<file path="src/rtl/elevator_pkg.sv">
// elevator_pkg: shared state/direction types and default sizing
// for the SCAN elevator car controller.
package elevator_pkg;

   typedef enum logic [1:0] {IDLE, OPEN, MOVE} state_t;
   typedef enum logic [1:0] {NONE, UP, DN} dir_t;

   localparam int DEF_FLOORS = 4;
   localparam int DEF_TRAVEL = 4;
   localparam int DEF_DOOR   = 3;
   localparam int DEF_TMR_W  = 8;

endpackage

</file>
<file path="src/rtl/elevator_call_reg.sv">
// elevator_call_reg: latched car/hall calls with set/clear masks and
// above/below/at reductions around a floor index.
module elevator_call_reg
   import elevator_pkg::*;
#(
   parameter int NUM_FLOORS = DEF_FLOORS,
   parameter int FLOOR_W    = $clog2(NUM_FLOORS)
) (
   input  logic                  clk,
   input  logic                  reset,
   input  logic [NUM_FLOORS-1:0] set_car,
   input  logic [NUM_FLOORS-1:0] set_up,
   input  logic [NUM_FLOORS-1:0] set_dn,
   input  logic [NUM_FLOORS-1:0] clr_car,
   input  logic [NUM_FLOORS-1:0] clr_up,
   input  logic [NUM_FLOORS-1:0] clr_dn,
   input  logic [FLOOR_W-1:0]    idx,
   output logic [NUM_FLOORS-1:0] car,
   output logic [NUM_FLOORS-1:0] up,
   output logic [NUM_FLOORS-1:0] dn,
   output logic                  car_at,
   output logic                  up_at,
   output logic                  dn_at,
   output logic                  any_above,
   output logic                  any_below,
   output logic                  any_at
);

   logic [NUM_FLOORS-1:0] up_ok;
   logic [NUM_FLOORS-1:0] dn_ok;
   logic [NUM_FLOORS-1:0] any_call;

   // no up call from the top floor, no down call from the bottom
   always_comb begin
      up_ok = '1;
      up_ok[NUM_FLOORS-1] = 1'b0;
      dn_ok = '1;
      dn_ok[0] = 1'b0;
   end

   always_ff @(posedge clk) begin
      if (reset) begin
         car <= '0;
         up  <= '0;
         dn  <= '0;
      end else begin
         car <= (car | set_car) & ~clr_car;
         up  <= (up | (set_up & up_ok)) & ~clr_up;
         dn  <= (dn | (set_dn & dn_ok)) & ~clr_dn;
      end
   end

   assign any_call = car | up | dn;
   assign car_at   = car[idx];
   assign up_at    = up[idx];
   assign dn_at    = dn[idx];
   assign any_at   = any_call[idx];

   always_comb begin
      any_above = 1'b0;
      any_below = 1'b0;
      for (int i = 0; i < NUM_FLOORS; i++) begin
         if (i > int'(idx)) any_above = any_above | any_call[i];
         if (i < int'(idx)) any_below = any_below | any_call[i];
      end
   end

endmodule

</file>
<file path="src/rtl/elevator_scan_ctrl.sv">
// elevator_scan_ctrl: N-floor car controller serving calls in SCAN
// order, with one shared timer for travel and door dwell.
module elevator_scan_ctrl
   import elevator_pkg::*;
#(
   parameter int NUM_FLOORS    = DEF_FLOORS,
   parameter int FLOOR_W       = $clog2(NUM_FLOORS),
   parameter int TRAVEL_CYCLES = DEF_TRAVEL,
   parameter int DOOR_CYCLES   = DEF_DOOR,
   parameter int TMR_W         = DEF_TMR_W
) (
   input  logic                  clk,
   input  logic                  reset,
   input  logic [NUM_FLOORS-1:0] car_call,
   input  logic [NUM_FLOORS-1:0] hall_up,
   input  logic [NUM_FLOORS-1:0] hall_dn,
   input  logic                  door_open_req,
   input  logic                  door_close_req,
   input  logic                  door_sensor,
   output logic [FLOOR_W-1:0]    floor,
   output logic                  moving_up,
   output logic                  moving_down,
   output logic                  door_open,
   output logic [NUM_FLOORS-1:0] car_lamp,
   output logic [NUM_FLOORS-1:0] hall_up_lamp,
   output logic [NUM_FLOORS-1:0] hall_dn_lamp
);

   localparam logic [FLOOR_W-1:0] TOP = FLOOR_W'(NUM_FLOORS - 1);
   localparam logic [TMR_W-1:0] T_LOAD = TMR_W'(TRAVEL_CYCLES - 1);
   localparam logic [TMR_W-1:0] D_LOAD = TMR_W'(DOOR_CYCLES - 1);

   state_t state;
   dir_t   dir;
   dir_t   rev;
   logic [TMR_W-1:0]      tmr;
   logic [FLOOR_W-1:0]    nxt_floor;
   logic [FLOOR_W-1:0]    idx;
   logic [NUM_FLOORS-1:0] hot;
   logic [NUM_FLOORS-1:0] clr_car;
   logic [NUM_FLOORS-1:0] clr_up;
   logic [NUM_FLOORS-1:0] clr_dn;
   logic arrive, stop, hold, new_call;
   logic ahead, dir_at, go_up, go_dn;
   logic car_at, up_at, dn_at;
   logic any_above, any_below, any_at;
   logic hu_here, hd_here;

   elevator_call_reg #(
      .NUM_FLOORS(NUM_FLOORS),
      .FLOOR_W   (FLOOR_W)
   ) u_calls (
      .clk      (clk),
      .reset    (reset),
      .set_car  (car_call),
      .set_up   (hall_up),
      .set_dn   (hall_dn),
      .clr_car  (clr_car),
      .clr_up   (clr_up),
      .clr_dn   (clr_dn),
      .idx      (idx),
      .car      (car_lamp),
      .up       (hall_up_lamp),
      .dn       (hall_dn_lamp),
      .car_at   (car_at),
      .up_at    (up_at),
      .dn_at    (dn_at),
      .any_above(any_above),
      .any_below(any_below),
      .any_at   (any_at)
   );

   always_comb begin
      nxt_floor = floor;
      if (dir == UP && floor != TOP)
         nxt_floor = floor + 1'b1;
      else if (dir == DN && floor != '0)
         nxt_floor = floor - 1'b1;
   end

   // on the arrival cycle all decisions look at the floor being entered
   assign arrive = (state == MOVE) && (tmr == '0);
   assign idx    = arrive ? nxt_floor : floor;

   assign hu_here = hall_up[floor] && (floor != TOP);
   assign hd_here = hall_dn[floor] && (floor != '0);

   always_comb begin
      ahead    = 1'b0;
      dir_at   = up_at | dn_at;
      go_up    = any_above;
      go_dn    = !any_above && any_below;
      rev      = NONE;
      new_call = car_call[floor] | hu_here | hd_here;
      unique case (1'b1)
         dir == UP: begin
            ahead    = any_above;
            dir_at   = up_at;
            go_up    = any_above;
            go_dn    = !any_above && any_below;
            rev      = any_below ? DN : NONE;
            new_call = car_call[floor] | hu_here;
         end
         dir == DN: begin
            ahead    = any_below;
            dir_at   = dn_at;
            go_dn    = any_below;
            go_up    = !any_below && any_above;
            rev      = any_above ? UP : NONE;
            new_call = car_call[floor] | hd_here;
         end
         default: ;
      endcase
   end

   // with nothing ahead, any call left at this floor is a hall call
   assign stop = car_at | dir_at | !ahead;
   assign hold = door_sensor | door_open_req | new_call;

   always_comb begin
      hot = '0;
      hot[idx] = 1'b1;
      clr_car = '0;
      clr_up  = '0;
      clr_dn  = '0;
      unique case (1'b1)
         state == IDLE: begin
            if (any_at) begin
               clr_car = hot;
               clr_up  = hot;
               clr_dn  = hot;
            end
         end
         state == OPEN: begin
            clr_car = hot;
            if (dir != DN) clr_up = hot;
            if (dir != UP) clr_dn = hot;
         end
         state == MOVE: begin
            if (arrive && stop) begin
               clr_car = hot;
               if (dir == UP || !ahead) clr_up = hot;
               if (dir == DN || !ahead) clr_dn = hot;
            end
         end
         default: ;
      endcase
   end

   always_ff @(posedge clk) begin
      if (reset) begin
         state       <= IDLE;
         dir         <= NONE;
         tmr         <= '0;
         floor       <= '0;
         moving_up   <= 1'b0;
         moving_down <= 1'b0;
         door_open   <= 1'b0;
      end else begin
         unique case (state)
            IDLE: begin
               if (any_at || (!go_up && !go_dn && door_open_req)) begin
                  state     <= OPEN;
                  tmr       <= D_LOAD;
                  door_open <= 1'b1;
               end else if (go_up) begin
                  state     <= MOVE;
                  dir       <= UP;
                  tmr       <= T_LOAD;
                  moving_up <= 1'b1;
               end else if (go_dn) begin
                  state       <= MOVE;
                  dir         <= DN;
                  tmr         <= T_LOAD;
                  moving_down <= 1'b1;
               end
            end
            MOVE: begin
               if (!arrive) begin
                  tmr <= tmr - 1'b1;
               end else begin
                  floor <= nxt_floor;
                  if (stop) begin
                     state       <= OPEN;
                     tmr         <= D_LOAD;
                     door_open   <= 1'b1;
                     moving_up   <= 1'b0;
                     moving_down <= 1'b0;
                     if (!ahead) dir <= rev;
                  end else begin
                     tmr <= T_LOAD;
                  end
               end
            end
            OPEN: begin
               if (hold) begin
                  tmr <= D_LOAD;
               end else if (tmr == '0) begin
                  door_open <= 1'b0;
                  if (go_up) begin
                     state     <= MOVE;
                     dir       <= UP;
                     tmr       <= T_LOAD;
                     moving_up <= 1'b1;
                  end else if (go_dn) begin
                     state       <= MOVE;
                     dir         <= DN;
                     tmr         <= T_LOAD;
                     moving_down <= 1'b1;
                  end else begin
                     state <= IDLE;
                     dir   <= NONE;
                  end
               end else if (door_close_req) begin
                  tmr <= '0;
               end else begin
                  tmr <= tmr - 1'b1;
               end
            end
            default: state <= IDLE;
         endcase
      end
   end

endmodule

</file>
<file path="config.mk">
export PLATFORM = sky130hd
export DESIGN_NAME = elevator_scan_ctrl
export DESIGN_NICKNAME = d
export VERILOG_FILES = /design/src/rtl/elevator_pkg.sv /design/src/rtl/elevator_call_reg.sv /design/src/rtl/elevator_scan_ctrl.sv
export SDC_FILE = /design/constraint.sdc
export NUM_CORES = 1
export LEC_CHECK = 0
export BUFFER_PORTS_ARGS = -buffer_cell sky130_fd_sc_hd__buf_4
export CORE_ASPECT_RATIO = 1.4
export CORE_MARGIN = 2
export CORE_UTILIZATION = 40
export CTS_CLUSTER_SIZE = 24
export DETAILED_ROUTE_END_ITERATION = 6
export SYNTH_ARGS = -nofsm -noshare
export SYNTH_HDL_FRONTEND = slang
export SYNTH_SLANG_ARGS = --single-unit
export TNS_END_PERCENT = 1
</file>
<file path="constraint.sdc">
create_clock -name clk -period 3.47 [get_ports clk]
set_clock_uncertainty 0.05 [all_clocks]
set_input_delay 0.1735 -clock clk [delete_from_list [all_inputs] [get_ports clk]]
set_output_delay 0.1735 -clock clk [all_outputs]
set_load 0.005 [all_outputs]
</file>
==> results.toml <==
[synth]
synth.top_cells.by_count = "32 x nor2_1, 29 x dfxtp_1, 24 x nand2_1, 23 x a21oi_1, 19 x inv_1"
synth_area_leaders = "dfxtp_1 23%, ha_1 5.4%, mux4_2 5.3%"
netlist_area_um2 = 2545
synth_fp_nets = 331
synthArstFlopShare_pct = 0
synth-edff-count = 0
synth.yosys.seq_area_share_pct = 22.81
avgSynthCellArea_um2 = 8.399
synthCells = 303
synth_top_area_share_pct = 22.81
yosys.area.top_type = "dfxtp_1"
ys_ff_latch = 29
yosysWarnings = 0
netlist-cell-type-count = 70
synth_most_common_cell = "nor2_1"
synth-main-ff-cell = "dfxtp_1"

[clock_network]
ctsRootBufferMaster = "clkbuf_8"
worstSkewPairLatency_ps = 280
clk_pin_slew_ps = 70
numCtsBuffers = 5
cts_num_sinks = 29
cts_tree = "yes"
cts-htree-levels = 2
clk_path_buf_depth = 2

[route]
drt-met1-wl_um = 3376
wl_met2_um = 3924
route.detailed.drc = 0
highest_layer = "met4"
dr.pass1.iters = 4
wl_met3_um = 307
wire_per_inst_um = 18.56
viasPerCell = 6.169
vias = 2634
drtAntennaViolNets = 0
drt_iter0_markers = 188
wl_um = 7926

[job]
drv_cap = 0

[power]
p_leak_nw = 1.226
peakVddDrop_mv = 0.2949
power_density_nw_per_um2 = 679.9

[die]
fp.dieH_um = 98.38
io_pins = 34
rows = 34
coreArea_um2 = 6168
die-area_um2 = 7026
start_util_pct = 41.26
die_x_um = 71.42

[worst_setup_path]
cp.arrival_ps = 3480
r2r-start = "tmr[1]$_SDFFE_PP0N_"
worstSetupPathType = "register to register"
start_kind = "register"
r2r-end = "u_calls.dn[1]$_SDFF_PP0_"
worstPathRequired_ps = 3570
endpoint_kind = "register"
reg2regPathDepth = 11
crit_path_cell_trace = "inv_2 -> ha_1 -> or4b_4 -> nor3_4 -> a21oi_2 -> o221a_2 -> o311a_1 -> or3_4 -> and4_4 -> o311ai_4 -> a41oi_1"
slowest_delay_ps = 500
critPathSlowestCell = "or4b_4"
path_max_fanout = 4
r2r_slack_ps = 80
critPathBufInv = 1
timing.critical_path.max_delay_family = "compound AO/OA/AOI/OAI gates"

[cells_and_area]
area_delta_synth_final_pct = 23.45
drive_gt1_share_pct = 29.86
final_util_pct = 50.93
finalNonFillerCells = 427
fin_nets = 382
n_antenna_cell = 0
final_area_um2 = 3142

[sta]
slew_viol_final = 0
fmax_mhz = 295.4
hold_viol_final = 0
setup_ws_ps = 84.54
setup_viol = 0
period_minus_slack_ps = 3385
relSlewSlack_pct = 62.41
worstMarginPinSlew_ps = 559.6
finalCritPeriodShare_pct = 97.56
rsz0062_at_grt = "yes"
hold_ws_ps = 116.8

[place]
dpl_cell_area_um2 = 2954
dp.cells = 416
dp_hpwl_um = 6168
dpl_worst_slack_ps = 10.96
port_buffers = 33
gp_congestion = 0.9524

[hold_path]
min_path_cells = 3
hold_path.class = "input pin to register"
hp-start = "car_call[2]"
whs_endpoint = "u_calls.car[2]$_SDFF_PP0_"

[global_route]
antenna_found_initial = 0
grt_pass1_wl_um = 12640
overflow = 0
gr-usage-all-layers_pct = 22.79
grt_pass1_vias = 2518
grt_max_degree = 25

[outcome]
status = "completed"
[how the worst max path moves through the flow]
stage                          startpoint                        to  slack (ps)  cells after the start
floorplan           floor[0]$_SDFFE_PP0N_  u_calls.up[0]$_SDFF_PP0_         -30                     12
global placement      tmr[1]$_SDFFE_PP0N_  u_calls.up[0]$_SDFF_PP0_          80                     11
detailed placement    tmr[1]$_SDFFE_PP0N_  u_calls.up[0]$_SDFF_PP0_          10                     11
CTS                   tmr[1]$_SDFFE_PP0N_  u_calls.up[0]$_SDFF_PP0_          20                     11
global route          tmr[1]$_SDFFE_PP0N_  u_calls.dn[0]$_SDFF_PP0_         -30                     11
finish                tmr[1]$_SDFFE_PP0N_  u_calls.dn[1]$_SDFF_PP0_          80                     11
[cells in the final DEF (no fill, tap or decap), types with 6 or more instances in the layout]
cell	instances
mux4_2	6
nand3_1	8
inv_1	17
nor2_1	32
nand2_1	24
dfxtp_1	28
nor3_1	16
ha_1	11
buf_4	56
mux2i_1	6
clkbuf_8	6
o21ai_0	15
a311oi_1	7
a21oi_1	22
[what timing repair did]
item / 4_1_cts / 5_1_grt
setup buffers: 2 / 1
resized for setup: 1 / 11
hold buffers: 0 / 0
pin swaps: 1 / 5
hold endpoints to repair: 0 / 0
setup endpoints to repair: 2 / 21
[cell families (layout without fill, tap and decap cells)]
group / Yosys count / in the layout / synth area share [%]
adders and majority gates: 11 / 11 / 5.408
DFF: 29 / 29 / 22.81
and+or+nand+nor: 113 / 113 / 23.85
AOI/OAI and AO/OA: 101 / 101 / 30.53
muxes: 15 / 15 / 10.18
buffers and inverters: 31 / 83 / 6.195
xor gates and xnor gates: 3 / 3 / 1.033
[final cells by class]
type / instances / area (um^2)
Fill cell: 596 / 3027
Clock inverter: 1 / 30.03
Tap cell: 72 / 90.09
Multi-Input combinational cell: 243 / 1862
Clock buffer: 7 / 86.33
Sequential cell: 29 / 581.8
Timing Repair Buffer: 56 / 420.4
Inverter: 19 / 71.32
[per-stage QoR]
step	TNS [ps]	total power, W
after global placement	0	0.001714
after CTS	0	0.002104
final	0	0.002136
after floorplan	-67.49	0.001333
after global routing	-78.56	0.002280
after detailed placement	0	0.001720
[sequential cells by signal, indices dropped and copies added, names as in the netlist]
signal,flops
tmr,8
u_calls.car,4
u_calls.dn,4
u_calls.up,4
dir,2
floor,2
state,2
door_open,1
moving_down,1
moving_up,1
[tightest hold or removal path, delay by kind of cell]
family | cells | cell delay [ps]
simple gates | 2 | 140
buf+inv | 1 | 80
[power by group]
part,switching (W),total (W),internal (W)
clock network,0.000133,0.000367,0.000234
logic,0.000760,0.00130,0.000544
registers,0.0000690,0.000465,0.000396
total,0.000961,0.00214,0.00117
[per-layer routing]
layer | track usage, % | vias to the layer above
met3 | 3.406 | 23
met4 | 11.18 | 0
li1 | - | 1265
met2 | 37.04 | 91
met1 | 29.11 | 1255
met5 | 0 | -
Power figures use the tool's default switching activity.
